<file path="config.mk">
export PLATFORM = sky130hd
export DESIGN_NAME = conv_addr_sequencer_flat
export DESIGN_NICKNAME = d
export VERILOG_FILES = /design/src/rtl/conv_ctrl_pkg.sv /design/src/rtl/conv_addr_sequencer_if.sv /design/src/rtl/valid_edge_det.sv /design/src/rtl/conv_addr_sequencer.sv /design/src/flat_wrapper.sv
export SDC_FILE = /design/constraint.sdc
export NUM_CORES = 1
export LEC_CHECK = 0
export CAP_MARGIN = 25
export CORE_MARGIN = 2
export CORE_UTILIZATION = 36
export CTS_BUF_LIST = sky130_fd_sc_hd__clkbuf_16
export CTS_CLUSTER_SIZE = 30
export DETAILED_ROUTE_END_ITERATION = 6
export GPL_TIMING_DRIVEN = 0
export PLACE_DENSITY_LB_ADDON = 0.08
export SYNTH_ARGS = -nofsm -noshare
export SYNTH_HDL_FRONTEND = slang
export SYNTH_HIERARCHICAL = 1
export SYNTH_SLANG_ARGS = --single-unit
</file>
<file path="constraint.sdc">
create_clock -name i_CLK -period 4 [get_ports i_CLK]
set_clock_uncertainty 0.05 [all_clocks]
set_input_delay 0.6 -clock i_CLK [delete_from_list [all_inputs] [get_ports i_CLK]]
set_output_delay 0.6 -clock i_CLK [all_outputs]
set_load 0.01 [all_outputs]
</file>
<file path="src/rtl/conv_ctrl_pkg.sv">
// Shared definitions for the convolution address sequencer: state encoding,
// default geometry and a constant-safe clog2 for sizing the lane index.
// Latency: n/a (definitions only). Backpressure: n/a.
package conv_ctrl_pkg;

    typedef enum logic [1:0] {
        IDLE = 2'd0,
        LOAD = 2'd1,
        PROC = 2'd2,
        READ = 2'd3
    } state_t;

    localparam int DEF_NB_ADDRESS = 10;
    localparam int DEF_NB_IMAGE   = 10;
    localparam int DEF_N_LANES    = 4;
    localparam int DEF_LATENCY    = 6;
    localparam int DEF_BORDER     = 2;

    // Number of bits needed to index 'value' items (clog2(1) = 0).
    function automatic int clog2(input int value);
        int res;
        res = 0;
        for (int i = 0; i < 31; i++) begin
            if ((1 << i) < value) begin
                res = i + 1;
            end
        end
        return res;
    endfunction

endpackage

</file>
<file path="src/rtl/conv_addr_sequencer_if.sv">
// Host <-> sequencer bundle: phase requests, image height and valid strobe in,
// memory addresses, lane index and phase status out.
// Latency: n/a (wiring only). Backpressure: none; the host paces loads via i_valid.
// master: host/controller side. slave: the sequencer.
interface conv_addr_sequencer_if
    import conv_ctrl_pkg::*;
#(
    parameter int NB_ADDRESS = DEF_NB_ADDRESS,
    parameter int NB_IMAGE   = DEF_NB_IMAGE,
    parameter int NB_LANE    = 2
);
    logic [NB_IMAGE-1:0]   i_imgLength;
    logic                  i_load;
    logic                  i_SoP;
    logic                  i_valid;
    logic [NB_ADDRESS-1:0] o_readAdd;
    logic [NB_ADDRESS-1:0] o_writeAdd;
    logic [NB_LANE-1:0]    o_lane;
    logic                  o_fsm2convVld;
    logic                  o_EoP;
    logic                  o_changeBlock;
    logic                  o_busy;
    logic                  o_err;

    modport master (
        output i_imgLength, i_load, i_SoP, i_valid,
        input  o_readAdd, o_writeAdd, o_lane, o_fsm2convVld,
               o_EoP, o_changeBlock, o_busy, o_err
    );

    modport slave (
        input  i_imgLength, i_load, i_SoP, i_valid,
        output o_readAdd, o_writeAdd, o_lane, o_fsm2convVld,
               o_EoP, o_changeBlock, o_busy, o_err
    );
endinterface

</file>
<file path="src/rtl/valid_edge_det.sv">
// Rising-edge detector for the host valid strobe.
// Latency: o_rise is combinational from i_valid against the previous-cycle sample.
// Backpressure: none.
// Ports: i_CLK, i_reset (async active-low), i_valid in; o_rise out.
module valid_edge_det (
    input  logic i_CLK,
    input  logic i_reset,
    input  logic i_valid,
    output logic o_rise
);
    logic prevValid;

    always_ff @(posedge i_CLK or negedge i_reset) begin
        if (!i_reset) begin
            prevValid <= 1'b0;
        end else begin
            prevValid <= i_valid;
        end
    end

    assign o_rise = i_valid & ~prevValid;
endmodule

</file>
<file path="src/rtl/conv_addr_sequencer.sv">
// Address/control sequencer for the 2D convolver: column load, process, read-out.
// Latency: all outputs registered, one cycle after the sampling edge; o_busy decodes state.
// Backpressure: none; load/read-out advance on i_valid rising edges, process free-runs.
// Ports: i_CLK, i_reset (async active-low), seqBus (slave modport) carrying
//        i_imgLength/i_load/i_SoP/i_valid in and addresses, lane and status out.
module conv_addr_sequencer
    import conv_ctrl_pkg::*;
#(
    parameter int NB_ADDRESS = DEF_NB_ADDRESS,
    parameter int NB_IMAGE   = DEF_NB_IMAGE,
    parameter int N_LANES    = DEF_N_LANES,
    parameter int NB_LANE    = clog2(N_LANES),
    parameter int LATENCY    = DEF_LATENCY,
    parameter int BORDER     = DEF_BORDER
) (
    input logic                  i_CLK,
    input logic                  i_reset,
    conv_addr_sequencer_if.slave seqBus
);
    // Common compare width: wide enough for either counter or the height,
    // plus one bit so H-BORDER can never wrap.
    localparam int NB_CMP = ((NB_ADDRESS > NB_IMAGE) ? NB_ADDRESS : NB_IMAGE) + 1;

    state_t                state,       stateNxt;
    logic [NB_ADDRESS-1:0] rdCnt,       rdNxt;
    logic [NB_ADDRESS-1:0] wrCnt,       wrNxt;
    logic [NB_LANE-1:0]    lane,        laneNxt;
    logic [NB_IMAGE-1:0]   height,      heightNxt;
    logic                  eop,         eopNxt;
    logic                  convVld,     convVldNxt;
    logic                  changeBlock, changeBlockNxt;
    logic                  err,         errNxt;

    logic              validRise;
    logic              heightOk;
    logic [NB_CMP-1:0] rdExt, wrExt, hExt, hMinusB;

    valid_edge_det u_validEdge (
        .i_CLK   (i_CLK),
        .i_reset (i_reset),
        .i_valid (seqBus.i_valid),
        .o_rise  (validRise)
    );

    assign rdExt    = NB_CMP'(rdCnt);
    assign wrExt    = NB_CMP'(wrCnt);
    assign hExt     = NB_CMP'(height);
    assign hMinusB  = hExt - NB_CMP'(BORDER);
    // A phase needs at least one row left after the kernel border.
    assign heightOk = NB_CMP'(seqBus.i_imgLength) >= NB_CMP'(BORDER + 1);

    always_ff @(posedge i_CLK or negedge i_reset) begin
        if (!i_reset) begin
            state       <= IDLE;
            rdCnt       <= '0;
            wrCnt       <= '0;
            lane        <= '0;
            height      <= '0;
            eop         <= 1'b0;
            convVld     <= 1'b0;
            changeBlock <= 1'b0;
            err         <= 1'b0;
        end else begin
            state       <= stateNxt;
            rdCnt       <= rdNxt;
            wrCnt       <= wrNxt;
            lane        <= laneNxt;
            height      <= heightNxt;
            eop         <= eopNxt;
            convVld     <= convVldNxt;
            changeBlock <= changeBlockNxt;
            err         <= errNxt;
        end
    end

    always_comb begin
        stateNxt       = state;
        rdNxt          = rdCnt;
        wrNxt          = wrCnt;
        laneNxt        = lane;
        heightNxt      = height;
        eopNxt         = eop;
        convVldNxt     = convVld;
        changeBlockNxt = 1'b0;
        errNxt         = err;

        case (state)
            IDLE: begin
                rdNxt = '0;
                wrNxt = '0;
                if (seqBus.i_load && seqBus.i_SoP) begin
                    errNxt = 1'b1;
                end else if (seqBus.i_load && !eop) begin
                    if (heightOk) begin
                        stateNxt  = LOAD;
                        heightNxt = seqBus.i_imgLength;
                    end else begin
                        errNxt = 1'b1;
                    end
                end else if (seqBus.i_SoP && !eop) begin
                    if (heightOk) begin
                        stateNxt   = PROC;
                        heightNxt  = seqBus.i_imgLength;
                        convVldNxt = 1'b1;
                    end else begin
                        errNxt = 1'b1;
                    end
                end else if (!seqBus.i_load && !seqBus.i_SoP && eop) begin
                    // Pending results start draining as soon as the host is quiet.
                    if (heightOk) begin
                        stateNxt  = READ;
                        heightNxt = seqBus.i_imgLength;
                    end else begin
                        errNxt = 1'b1;
                    end
                end
            end

            LOAD, READ: begin
                if (rdExt < hExt) begin
                    if (validRise) begin
                        rdNxt = rdCnt + NB_ADDRESS'(1);
                    end
                end else if (!seqBus.i_load) begin
                    // Block is full/drained; hand the next block to the host.
                    stateNxt       = IDLE;
                    rdNxt          = '0;
                    changeBlockNxt = 1'b1;
                    laneNxt        = (lane == NB_LANE'(N_LANES - 1)) ? '0 : lane + NB_LANE'(1);
                    if (state == READ) begin
                        eopNxt = 1'b0;
                    end
                end
            end

            PROC: begin
                if (rdExt != hExt) begin
                    rdNxt = rdCnt + NB_ADDRESS'(1);
                end
                if (wrExt == hMinusB) begin
                    stateNxt   = IDLE;
                    rdNxt      = '0;
                    wrNxt      = '0;
                    convVldNxt = 1'b0;
                    eopNxt     = 1'b1;
                end else if (rdExt >= NB_CMP'(LATENCY) && wrExt < hMinusB) begin
                    // Writes trail reads by the convolver pipeline depth.
                    wrNxt = wrCnt + NB_ADDRESS'(1);
                end
            end

            default: begin
                stateNxt = IDLE;
            end
        endcase
    end

    assign seqBus.o_readAdd     = rdCnt;
    assign seqBus.o_writeAdd    = (state == PROC) ? wrCnt : rdCnt;
    assign seqBus.o_lane        = lane;
    assign seqBus.o_fsm2convVld = convVld;
    assign seqBus.o_EoP         = eop;
    assign seqBus.o_changeBlock = changeBlock;
    assign seqBus.o_busy        = (state != IDLE);
    assign seqBus.o_err         = err;
endmodule

</file>
<file path="src/flat_wrapper.sv">
// flat-port wrapper written by rule: the top's interface ports become plain ports
module conv_addr_sequencer_flat import conv_ctrl_pkg::*;
#(
    parameter int NB_ADDRESS = DEF_NB_ADDRESS,
    parameter int NB_IMAGE   = DEF_NB_IMAGE,
    parameter int N_LANES    = DEF_N_LANES,
    parameter int NB_LANE    = clog2(N_LANES),
    parameter int LATENCY    = DEF_LATENCY,
    parameter int BORDER     = DEF_BORDER
)
  (i_CLK, i_reset, seqBus_i_imgLength, seqBus_i_load, seqBus_i_SoP, seqBus_i_valid, seqBus_o_readAdd, seqBus_o_writeAdd, seqBus_o_lane, seqBus_o_fsm2convVld, seqBus_o_EoP, seqBus_o_changeBlock, seqBus_o_busy, seqBus_o_err);
  conv_addr_sequencer_if #(.NB_ADDRESS(NB_ADDRESS), .NB_IMAGE(NB_IMAGE), .NB_LANE(NB_LANE)) seqBus_i ();
  input logic i_CLK;
  input logic i_reset;
  input wire logic [$bits(seqBus_i.i_imgLength)-1:0] seqBus_i_imgLength;
  input wire logic [$bits(seqBus_i.i_load)-1:0] seqBus_i_load;
  input wire logic [$bits(seqBus_i.i_SoP)-1:0] seqBus_i_SoP;
  input wire logic [$bits(seqBus_i.i_valid)-1:0] seqBus_i_valid;
  output wire logic [$bits(seqBus_i.o_readAdd)-1:0] seqBus_o_readAdd;
  output wire logic [$bits(seqBus_i.o_writeAdd)-1:0] seqBus_o_writeAdd;
  output wire logic [$bits(seqBus_i.o_lane)-1:0] seqBus_o_lane;
  output wire logic [$bits(seqBus_i.o_fsm2convVld)-1:0] seqBus_o_fsm2convVld;
  output wire logic [$bits(seqBus_i.o_EoP)-1:0] seqBus_o_EoP;
  output wire logic [$bits(seqBus_i.o_changeBlock)-1:0] seqBus_o_changeBlock;
  output wire logic [$bits(seqBus_i.o_busy)-1:0] seqBus_o_busy;
  output wire logic [$bits(seqBus_i.o_err)-1:0] seqBus_o_err;
  assign seqBus_i.i_imgLength = seqBus_i_imgLength;
  assign seqBus_i.i_load = seqBus_i_load;
  assign seqBus_i.i_SoP = seqBus_i_SoP;
  assign seqBus_i.i_valid = seqBus_i_valid;
  assign seqBus_o_readAdd = seqBus_i.o_readAdd;
  assign seqBus_o_writeAdd = seqBus_i.o_writeAdd;
  assign seqBus_o_lane = seqBus_i.o_lane;
  assign seqBus_o_fsm2convVld = seqBus_i.o_fsm2convVld;
  assign seqBus_o_EoP = seqBus_i.o_EoP;
  assign seqBus_o_changeBlock = seqBus_i.o_changeBlock;
  assign seqBus_o_busy = seqBus_i.o_busy;
  assign seqBus_o_err = seqBus_i.o_err;
  conv_addr_sequencer #(.NB_ADDRESS(NB_ADDRESS), .NB_IMAGE(NB_IMAGE), .N_LANES(N_LANES), .NB_LANE(NB_LANE), .LATENCY(LATENCY), .BORDER(BORDER)) u_core (.i_CLK(i_CLK), .i_reset(i_reset), .seqBus(seqBus_i));
endmodule
</file>
Word-level counts from Yosys, hierarchy flattened
Cells that the tools add are included.

Output and inout port bits: 27. Input port bits: 15. ROM bits: 0. Register bits after elaboration: 39. Memory bits (writable): 0. Bits in latches: 0. Memories: 0. Word-level logic and storage cells: 111.

Multipliers: 0. Eq/ne operators: 19. Reduce and logical (&&, ||, !) cells: 24. Add/sub/neg operators: 4. $lt $le $gt $ge: 4. Bitwise logic cells: 5. Divide/modulo/power cells: 0. Shift-type cells: 0. Muxes and demuxes: 45.

Operators with widths (number): $mux 10 (12); $pmux 10 s3 (1); $mux 2 (11); $add 10x1->10 const B (2); $pmux 10 s2 (1); $mux 1 (17); $reduce_and 6->1 (2); $eq 10x11->1 (1); $lt 10x11->1 (1); $sub 10x2->11 const B (1); $ge 10x2->1 const B (1); $ge 10x3->1 const B (1); $lt 10x10->1 (1); $ne 10x10->1 (1); $reduce_and 3->1 (3); $ne 2x1->1 const B (4); $ne 2x2->1 const B (4); $eq 2x2->1 const B (3); $logic_and 1x1->1 (6); $ne 3x1->1 const B (2); $pmux 2 s3 (1); $reduce_bool 2->1 (3); $reduce_and 5->1 (1); $ne 4x1->1 const B (1); 13 further kinds (20).

Depth between registers and ports, before layout
Depth in word-level cells: 8. Depth in mapped cells: 14. Depth with buffers taken out: 13.

Hierarchy
Netlist, hierarchy kept.

Modules (own cells, without submodules): conv_addr_sequencer (area an instance 2685.1 um2, cells an instance 300, seq. area each 950.9 um2, times used 1); valid_edge_det (area an instance 38.8 um2, cells an instance 2, seq. area each 25.0 um2, times used 1).

Least setup slack after synthesis
No wires, ideal clock.

Kind: register to register. Start: reg u_core.height[3]. End: reg u_core.state[0]. Period minus slack after synthesis: 3.237 ns. Arrival: 3.063 ns. Path buffers: 0. Stages on the path, launching flop included: 10. Slack: 0.763 ns. Required time: 3.825 ns. Library setup time: 0.125 ns. Path through: dfrtp_1 > or4_4 > nor4_1 > xnor2_1 > ha_1 > nand3_1 > o41a_2 > or2_2 > a21oi_1 > mux2_2.

Word-level cells in the longest chain between the ends: 4. Elaborated cells between the ends (all ways): 6. Classes of those cells: 1 x add/sub; 1 x order compare; 3 x eq/ne; 1 x reduce/logical.

Ends and longest elaborated chain: start: declaration (line conv_addr_sequencer.sv:28) `logic [NB_IMAGE-1:0] height, heightNxt;`; start signal: assignment (line conv_addr_sequencer.sv:68) `height <= heightNxt;`; $sub 10x2->11 (line conv_addr_sequencer.sv:48) `assign hMinusB = hExt - NB_CMP'(BORDER);`; $eq 10x11->1 (line conv_addr_sequencer.sv:140) `if (wrExt == hMinusB) begin`; $ne 2x1->1 (no line); $reduce_and 6->1 (no line) (*); end signal: assignment (line conv_addr_sequencer.sv:64) `state <= stateNxt;`; end: declaration (line conv_addr_sequencer.sv:24) `state_t state, stateNxt;`.

Every way passes the cells marked *; elsewhere a longest branch is shown, timed or not. A chain may end at the register's enable or synchronous reset.

Final worst setup path
Same ends and word-level chain as after synthesis.

==> results.md <==
* Most frequent cells in the layout: clkdlybuf4s50_1 (39), dfrtp_1 (39), o21ai_0 (32)
* Hold_buf cts at 0
* # resized after CTS at 0
* Final core utilization at 47.0%
* Top-area cell type share of the netlist area at 35.8%
* Largest net degree at the start of global routing at 23
* Layout cells sized above 1 at 9.69%
* Beginning of the critical path: u_core/height[3]
* Critical Path End Type: flip-flop
* Vias post-DR at 2363
* Starting density of the core at 37.4%
* Post-synthesis cell count at 302
* First-iteration detailed-routing DRC count at 86
* Synth top area cells: dfrtp_1 (36%), ha_1 (11%), o21ai_0 (5.9%)
* Worst Path Arrival at 3590 ps
* EDFF count, synth at 0
* Worst slew pin tran at 772 ps
* Detailed placement HPWL at 5530 um
* Avg WL per Cell at 16.2 um
* Main synth FF type: dfrtp_1
* Synth unique cells at 49
* Synthesized cell area at 2720 um^2
* Total power per unit cell area at 550 nW/um^2
* Critical path required time at 4120 ps
* Worst Hold Class: in -> async
* Final setup violation count at 0
* Setup total negative slack at 0 ps
* CP Class: reg -> reg
* Area delta synth->final at 25.8%
* Synth area leader: dfrtp_1
* CTS tree: yes
* Core area at 7290 um^2
* Vias per inst at 5.25
* Fmax at 0.288 GHz
* Gr ovfl total at 0
* Max stage delay on crit path at 590 ps
* Ports at 42
* Total track usage at 18.0%
* Type of origin of the critical path: flip-flop
* Final nets at 390
* Pleak at 1.47 nW
* CTS sink cnt at 39
* Die area at 8280 um^2
* Post-route ant nets at 0
* Period utilisation layout at 86.8%
* # DRC at 0
* Mapped Nets at 342
* Inserted Clock Buffers at 5
* First-pass GRT wire length at 11800 um
* Worst r2r src: u_core/height[3]
* Max-slew headroom at 48.2%
* Antenna fix cells at 0
* Critical Path Slowest Stage Cell: or4_4
* Total of max-cap violations at 0
* IR drop worst, VDD at 0.000306 V
* Mean Syn Cell Area at 9.02 um^2
* Setup Fix Bufs, Post-CTS at 0
* Port bufs at 40
* Run status: complete, no violations
* Hold Vio Cnt, Final at 0
* CP max FO at 7
* Crit path cell chain: or4_4 -> nor4_1 -> xnor2_1 -> ha_1 -> nand3_1 -> o41a_2 -> or2_2 -> a21oi_1 -> mux2_2
* Die X at 91.0 um
* Fraction of registers with async set/reset at 100%
* GP Congestion at 0.778
* Yosys reg bits at 39
* Initial antenna violation count at 0
* Number of global-route vias before repair at 2304
* Synth warnings at 6
* Root Buffer: clkbuf_16
* RSZ-0062 raised after global routing: no
* Row count at 31
* Final min period at 3470 ps
* Worst-Skew Late Latency at 280 ps
* Worst-path clk slew at 60 ps
* H-tree levels at 2
* DRT Wirelength at 7270 um
* Longest Clk Path Bufs at 2
* Drt first pass iters at 4
* Max-slew violation count at 0
* Die height at 91.0 um
* Seq/Total Area, Yosys at 35.8%
## area by class of cell
class,instances,area (um^2)
inverter,19,71.3
timing repair buffer,41,415
clock buffer,5,125
multi-input combinational,234,1620
sequential,39,976
buffer,10,52.6
tap,99,124
fill,753,3860
clock inverter,3,38.8
## worst max-delay path: cells and delay by family, from the launching register on
| family | cells | cell delay [ps] |
|---|---|---|
| and+or+nand+nor | 4 | 1290 |
| AOI/OAI and AO/OA | 2 | 800 |
| DFF | 1 | 430 |
| muxes | 1 | 370 |
| adders and majority gates | 1 | 300 |
| xor gates and xnor gates | 1 | 120 |
## routing by layer
| layer | vias to the layer above | wire length [um] | global-route usage [%] |
|---|---|---|---|
| li1 | 1188 | - | - |
| met1 | 1135 | 3680 | 26.3 |
| met2 | 34 | 3330 | 28.0 |
| met3 | 6 | 188 | 2.82 |
| met4 | 0 | 78 | 4.55 |
| met5 | - | 0 | 0 |
## kinds of logic after synthesis
group                      count (synthesis)  synth area share (%)
AOI/OAI and AO/OA                         75                  17.1
xor gates and xnor gates                  12                  3.86
muxes                                     13                  5.33
buffers and inverters                     29                  4.55
DFF                                       39                  35.8
and+or+nand+nor                          109                  21.8
adders and majority gates                 25                  11.5
## stage by stage
step                      hold WS [ps]  instance area [um^2]  power [W]  std cells  setup slack, ps
after floorplan                    254                  2720    0.00117        302              763
after global placement             427                  3250    0.00143        441              520
after detailed placement           414                  3260    0.00144        442              502
after CTS                          222                  3430    0.00190        450              497
after global routing               249                  3430    0.00204        450              357
final                              206                  3430    0.00188        450              528
## final timing paths
| check | cells past startpoint | slack (ps) | to |
|---|---|---|---|
| worst min-delay path | 1 | 210 | u_core/wrCnt[5] |
| worst max-delay path | 9 | 530 | u_core/state[0] |
| worst min register to register | 1 | 420 | u_core/seqBus.o_err |
| min in group i_CLK | 1 | 420 | u_core/seqBus.o_err |
| max in group asynchronous | 2 | 3210 | u_core/seqBus.o_readAdd[6] |
| worst max register to register | 9 | 530 | u_core/state[0] |
## report_power, final
group | internal (W) | switching, W
Combinational | 0.000375 | 0.000496
Clock | 0.000291 | 0.000163
Sequential | 0.000470 | 0.0000902
Total | 0.00114 | 0.000749
## synth_stat cells (2+ instances only)
library cell and n:
o211ai_1 3, clkbuf_1 8, nand3_1 18, nand2_1 20, mux2_2 12, ha_1 25
and3_1 8, nor4_1 5, a21o_1 4, o31ai_1 5, o21ai_1 7, a21oi_1 13
and2_1 2, inv_1 19, o21ai_0 32, xor2_1 2, nor2b_1 4, a211oi_1 2
xnor2_1 10, nor3_1 5, or3_1 6, nand4_1 2, nor2_1 19, dfrtp_1 39
buf_6 2, nand2b_1 5, or4_1 3
## sequential cells by signal (all words and copies together), names as in the netlist
| signal | cells |
|---|---|
| u_core/seqBus.o_changeBlock | 1 |
| u_core/seqBus.o_lane | 2 |
| u_core/state | 2 |
| u_core/wrCnt | 10 |
| u_core/u_validEdge/prevValid | 1 |
| u_core/seqBus.o_readAdd | 10 |
| u_core/seqBus.o_EoP | 1 |
| u_core/height | 10 |
| u_core/seqBus.o_err | 1 |
| u_core/seqBus.o_fsm2convVld | 1 |
Power figures use the tool's default switching activity.
